==> src/rtl/bcd_updown_display_pkg.sv <==
// rtl/bcd_updown_display_pkg.sv - shared BCD types, 7-segment table and load clamp
package bcd_updown_display_pkg;

    typedef logic [3:0] bcd_t;

    localparam logic [7:0] BLANK = 8'hFF;

    // Active-low {dp, g..a}; codes 10-15 never show a glyph.
    localparam logic [15:0][7:0] SEG_TABLE = {
        BLANK, BLANK, BLANK, BLANK, BLANK, BLANK,
        8'h90, 8'h80, 8'hF8, 8'h82, 8'h92, 8'h99, 8'hB0, 8'hA4, 8'hF9, 8'hC0
    };

    function automatic bcd_t bcd_clamp(input logic [3:0] nibble);
        return (nibble > 4'd9) ? 4'd9 : nibble;
    endfunction

endpackage

==> src/rtl/bcd_digit_cell.sv <==
// rtl/bcd_digit_cell.sv - single BCD nibble up/down step with wrap-out
module bcd_digit_cell
    import bcd_updown_display_pkg::*;
(
    input  bcd_t value,
    input  logic up,
    input  logic step,
    output bcd_t next_value,
    output logic wrap
);

    always_comb begin
        next_value = value;
        wrap       = 1'b0;
        if (step) begin
            if (up) begin
                if (value >= 4'd9) begin
                    next_value = 4'd0;
                    wrap       = 1'b1;
                end else begin
                    next_value = value + 4'd1;
                end
            end else begin
                if (value == 4'd0) begin
                    next_value = 4'd9;
                    wrap       = 1'b1;
                end else begin
                    next_value = value - 4'd1;
                end
            end
        end
    end

endmodule

==> src/rtl/bcd_updown_display.sv <==
// rtl/bcd_updown_display.sv - prescaled BCD up/down counter with multiplexed 7-segment scan
module bcd_updown_display
    import bcd_updown_display_pkg::*;
#(
    parameter int DIGITS   = 4,
    parameter int CLK_HZ   = 50_000_000,
    parameter int TICK_HZ  = 1,
    parameter int SCAN_HZ  = 1000,
    parameter int SATURATE = 0
) (
    input  logic                  clk_50MHz,
    input  logic                  reset,
    input  logic                  en,
    input  logic                  updown,
    input  logic                  load,
    input  logic [4*DIGITS-1:0]   load_val,
    input  logic                  blank_lz,
    output logic [4*DIGITS-1:0]   count,
    output logic                  tc,
    output logic [7:0]            seg,
    output logic [DIGITS-1:0]     digit
);

    localparam int TICK_DIV = CLK_HZ / TICK_HZ;
    localparam int SCAN_DIV = CLK_HZ / (SCAN_HZ * DIGITS);
    localparam int PW = (TICK_DIV > 1) ? $clog2(TICK_DIV) : 1;
    localparam int SW = (SCAN_DIV > 1) ? $clog2(SCAN_DIV) : 1;
    localparam int IW = (DIGITS > 1) ? $clog2(DIGITS) : 1;
    localparam logic [PW-1:0] TICK_LAST = PW'(TICK_DIV - 1);
    localparam logic [SW-1:0] SCAN_LAST = SW'(SCAN_DIV - 1);
    localparam logic [IW-1:0] IDX_LAST  = IW'(DIGITS - 1);

    // Assertion is immediate; dividers only start two clocks after release.
    logic [1:0] rst_sync;
    logic       run;

    always_ff @(posedge clk_50MHz or negedge reset) begin
        if (!reset) rst_sync <= 2'b00;
        else        rst_sync <= {rst_sync[0], 1'b1};
    end

    assign run = rst_sync[1];

    logic [PW-1:0] presc;
    logic          tick;

    assign tick = run && (presc == TICK_LAST);

    always_ff @(posedge clk_50MHz or negedge reset) begin
        if (!reset)   presc <= '0;
        else if (run) presc <= tick ? '0 : presc + 1'b1;
    end

    logic [DIGITS:0]       carry;
    logic [4*DIGITS-1:0]   stepped;
    logic [4*DIGITS-1:0]   loaded;
    logic                  boundary;

    assign carry[0] = 1'b1;

    for (genvar i = 0; i < DIGITS; i++) begin : g_cell
        bcd_digit_cell u_cell (
            .value      (count[4*i +: 4]),
            .up         (updown),
            .step       (carry[i]),
            .next_value (stepped[4*i +: 4]),
            .wrap       (carry[i+1])
        );
        assign loaded[4*i +: 4] = bcd_clamp(load_val[4*i +: 4]);
    end

    // A wrap-out from the top cell means every digit sat at its limit.
    assign boundary = carry[DIGITS];

    always_ff @(posedge clk_50MHz or negedge reset) begin
        if (!reset) begin
            count <= '0;
            tc    <= 1'b0;
        end else begin
            tc <= 1'b0;
            if (load) begin
                count <= loaded;
            end else if (tick && en) begin
                tc <= boundary;
                if (!(boundary && (SATURATE != 0))) count <= stepped;
            end
        end
    end

    logic [SW-1:0] sdiv;
    logic [IW-1:0] idx;

    always_ff @(posedge clk_50MHz or negedge reset) begin
        if (!reset) begin
            sdiv <= '0;
            idx  <= '0;
        end else if (run) begin
            if (sdiv == SCAN_LAST) begin
                sdiv <= '0;
                idx  <= (idx == IDX_LAST) ? '0 : idx + 1'b1;
            end else begin
                sdiv <= sdiv + 1'b1;
            end
        end
    end

    // lead_zero[k]: digit k and everything above it are zero.
    logic [DIGITS-1:0] lead_zero;

    always_comb begin
        lead_zero = '0;
        lead_zero[DIGITS-1] = (count[4*DIGITS-1 -: 4] == 4'd0);
        for (int k = DIGITS - 2; k >= 0; k--) begin
            lead_zero[k] = lead_zero[k+1] && (count[4*k +: 4] == 4'd0);
        end
    end

    bcd_t cur;
    logic blank_now;

    assign cur       = count[4*idx +: 4];
    assign blank_now = blank_lz && (idx != '0) && lead_zero[idx];

    always_ff @(posedge clk_50MHz or negedge reset) begin
        if (!reset) begin
            digit <= ~DIGITS'(1);
            seg   <= SEG_TABLE[4'd0];
        end else begin
            digit <= ~(DIGITS'(1) << idx);
            seg   <= blank_now ? BLANK : SEG_TABLE[cur];
        end
    end

endmodule

==> config.mk <==
export PLATFORM = sky130hd
export DESIGN_NAME = bcd_updown_display
export DESIGN_NICKNAME = d
export VERILOG_FILES = /design/src/rtl/bcd_updown_display_pkg.sv /design/src/rtl/bcd_digit_cell.sv /design/src/rtl/bcd_updown_display.sv
export SDC_FILE = /design/constraint.sdc
export NUM_CORES = 1
export LEC_CHECK = 0
export BUFFER_PORTS_ARGS = -buffer_cell sky130_fd_sc_hd__buf_2
export CAP_MARGIN = 0
export CORE_MARGIN = 3
export CORE_UTILIZATION = 25
export CTS_CLUSTER_SIZE = 28
export DETAILED_ROUTE_END_ITERATION = 10
export HOLD_SLACK_MARGIN = 0.02
export PLACE_DENSITY = 0.4
export SYNTH_ARGS = -nofsm -noshare
export SYNTH_HDL_FRONTEND = slang
export SYNTH_SLANG_ARGS = --single-unit
==> constraint.sdc <==
create_clock -name clk_50MHz -period 6.7 [get_ports clk_50MHz]
set_clock_uncertainty 0.1 [all_clocks]
set_input_delay 1.005 -clock clk_50MHz [delete_from_list [all_inputs] [get_ports clk_50MHz]]
set_output_delay 1.005 -clock clk_50MHz [all_outputs]
set_load 0.03 [all_outputs]
==> run summary <==
Outcome - complete, no violations
Rows - 49
Placed wire-length estimate - 8.23 mm
Final-report max-slew violation count - 0
Count leader, synth - dfrtp_1
Power Total - 0.00134 W
Detail Route Antenna Nets - 0
Die Ht - 142 um
Sequential share of power - 42.5%
Avg WL per Cell - 15.0 um
Hold path start - rst_sync[0]$_DFF_PN0_
Port Buffer Count - 49
TNS Setup - 0 ns
Final nets - 580
Layout cells sized above 1 - 18.6%
Area grow syn2layout - 16.3%
Startpoint types - primary input
Hold WC Path Type - flop to flop
Peak supply drop - 0.000123 V
Via count - 3714
R2R Setup Slk - 3.98 ns
Yosys cell types - 73
CTS Root Cell - clkbuf_16
Final worst path period share - 41.4%
Slew margin rel. - 36.6%
Primary FF master, synth - dfrtp_1
RSZ-0062 raised after global routing - no
Fin area - 0.00537 mm^2
Initial Utilization - 25.5%
Filler cell count - 1888
Diodes inserted - 0
Pint - 0.000907 W
Htree depth - 3
Final WS setup - 3.93 ns
Post-synth top area cell - dfrtp_1
Number of synthesized flops with an enable pin - 0
Cell leakage power - 2.35 nW
Cell Pwr Density - 250 mW/mm^2
CP max stage cell - or4_1
Area after DPL - 0.00507 mm^2
Die width - 142 um
Top cell type's share of synthesized area - 36.8%
Worst Reg-to-Reg Cells - 5
Num CTS Buffers - 9
Final Hold Fails - 0
Final WL - 11.5 mm
Crit. End Element - flop
Switching Fraction - 32.5%
Final setup violation count - 0
Initial antenna violation count - 0
Highest routed layer - met4
Worst EP arrival - 2.95 ns
Clock share of power - 36.7%
YS warnings - 0
Clock Latency Late Sink - 0.34 ns
Cell Chain, Critical Path - buf_2 -> or3b_1 -> o22ai_1 -> nand4_2 -> or4_1 -> nand3_1
CTS Buffer Depth - 2
Commonest cells post-synth - 68 x dfrtp_1, 52 x nor2_1, 38 x nand2_1, 30 x inv_1, 29 x o21ai_0
Yosys reg bits - 72
Critical path class - primary input to flop
Slowest stage delay, CP - 0.54 ns
FF/Latch Area - 0.00181 mm^2
Post-synthesis cell area - 0.00462 mm^2
Post-CTS sizing - 0
Core ar. - 0.0181 mm^2
Grt total ovfl - 0
Combinational power share - 20.8%
NetSw - 0.000437 W
Drt first pass iters - 5
First-pass GRT wire length - 19.2 mm
MaxCap Viol Count - 0
Crit path launch - updown
Placer Congestion - 0.754
Post-CTS Hold Buffers - 0
All-Layer GR Usage - 12.0%
Wire length on met2 - 5.39 mm
Multi-input gate area - 0.00260 mm^2
CP max FO - 40
Critical Path RT - 6.88 ns
Mapped Cells - 490
I/O pin count - 51
M1 WL - 5.54 mm
Vias in the first global route - 3603
CTS tree - done
Clock sinks - 72
Post-synthesis sequential area ratio - 39.1%
Synth top area cells - dfrtp_1 37%, ha_1 6.5%, nor2_1 4.2%
Pin count of the biggest net entering global routing - 73
Initial drt markers - 200
Syn Area/Cell - 9.43 um^2
Reg-to-Reg End - presc[13]$_DFFE_PN0P_
DR WL met3 - 480 um
Number of remaining DRC errors - 0
Die Area - 0.0201 mm^2
Ys async rst share - 100%
Fin Hold WS - 0.247 ns
Vias/cell - 4.84
Worst slew pin tran - 0.951 ns
Clk slew on worst S/H paths - 0.06 ns
DP Worst Slack - 3.59 ns
CP endpoint - count[10]$_DFFE_PN0P_
Min Tclk post-route - 2.77 ns
Worst r2r src - rst_sync[1]$_DFF_PN0_
FMAX - 361 MHz
Post CTS Setup Buffer Count - 0
## critical path: cells and delay by family
kind | cells | cell delay (ns)
and+or+nand+nor | 4 | 1.40
AOI/OAI and AO/OA | 1 | 0.21
buffers and inverters | 1 | 0.32
## kinds of logic (layout without fill, tap and decap cells)
group	Yosys count	in the layout	share of synthesized area, %
buffers and inverters	49	97	4.66
other	1	2	0.0812
flip-flops	72	72	39.1
multiplexers	14	14	4.44
adder cells (fa/ha/maj)	24	24	6.50
AND/OR/NAND/NOR	203	203	25.5
AO/OA/AOI/OAI	96	96	13.8
XOR/XNOR	31	31	5.88
## placed cells by master (no fill, tap or decap), types with 4 or more instances in the layout
cell type / synthesis / layout
dfrtp_1: 68 / 68
nor2b_1: 9 / 9
o21ai_0: 29 / 29
nand2_1: 38 / 38
inv_1: 30 / 30
nand3_1: 18 / 18
and3_1: 10 / 10
buf_2: 3 / 49
nand3b_1: 7 / 7
ha_1: 24 / 24
clkbuf_16: 0 / 9
nor3b_1: 10 / 10
o31ai_1: 7 / 7
xor2_1: 17 / 17
nand4_1: 14 / 14
mux4_2: 5 / 5
mux2i_1: 7 / 7
xnor2_1: 14 / 14
nor2_1: 52 / 52
dfstp_2: 4 / 4
o21ai_1: 4 / 4
nor3_1: 7 / 7
a21oi_1: 16 / 16
## worst min path at each step
stage	endpoint	slack, ns	cells after the start
after global placement	rst_sync[1]$_DFF_PN0_	0.24	0
after CTS	rst_sync[1]$_DFF_PN0_	0.25	0
after global routing	rst_sync[1]$_DFF_PN0_	0.27	0
after floorplan	rst_sync[1]$_DFF_PN0_	0.23	0
after detailed placement	rst_sync[1]$_DFF_PN0_	0.24	0
final	rst_sync[1]$_DFF_PN0_	0.25	0
## registers in the layout, indices dropped and copies added, names as in the netlist
| name | flops |
|---|---|
| presc | 26 |
| count | 16 |
| sdiv | 14 |
| seg | 7 |
| digit | 4 |
| idx | 2 |
| rst_sync | 2 |
| tc | 1 |
## power by group through the flow
stage          combinational (W)  clock, W  sequential [W]
5_1_grt                 0.000317  0.000533        0.000582
4_1_cts                 0.000283  0.000513        0.000571
6_report                0.000279  0.000494        0.000571
2_1_floorplan           0.000189         0        0.000584
3_5_place_dp            0.000283         0        0.000578
3_3_place_gp            0.000279         0        0.000577
## area by class of cell
type / instances / share of cell area [%]
multi-input cells: 370 / 48.4
inverters: 30 / 2.10
clock buffers: 10 / 4.45
flip-flops and latches: 72 / 33.6
clock inverters: 6 / 1.26
repair buffers: 51 / 4.84
well taps: 229 / 5.33
## layer usage
metal,up-vias,track usage [%]
met5,-,0
met3,10,3.66
li1,1852,-
met2,61,18.8
met1,1791,16.2
met4,0,3.03
## metrics by stage
| stage | util (%) | std cells |
|---|---|---|
| after floorplan | - | 491 |
| after global placement | 28.0 | 752 |
| after detailed placement | 28.0 | 752 |
| after CTS | 29.7 | 768 |
| after global routing | 29.7 | 768 |
| final | 29.7 | 768 |
(Power assumes the default switching activity.)
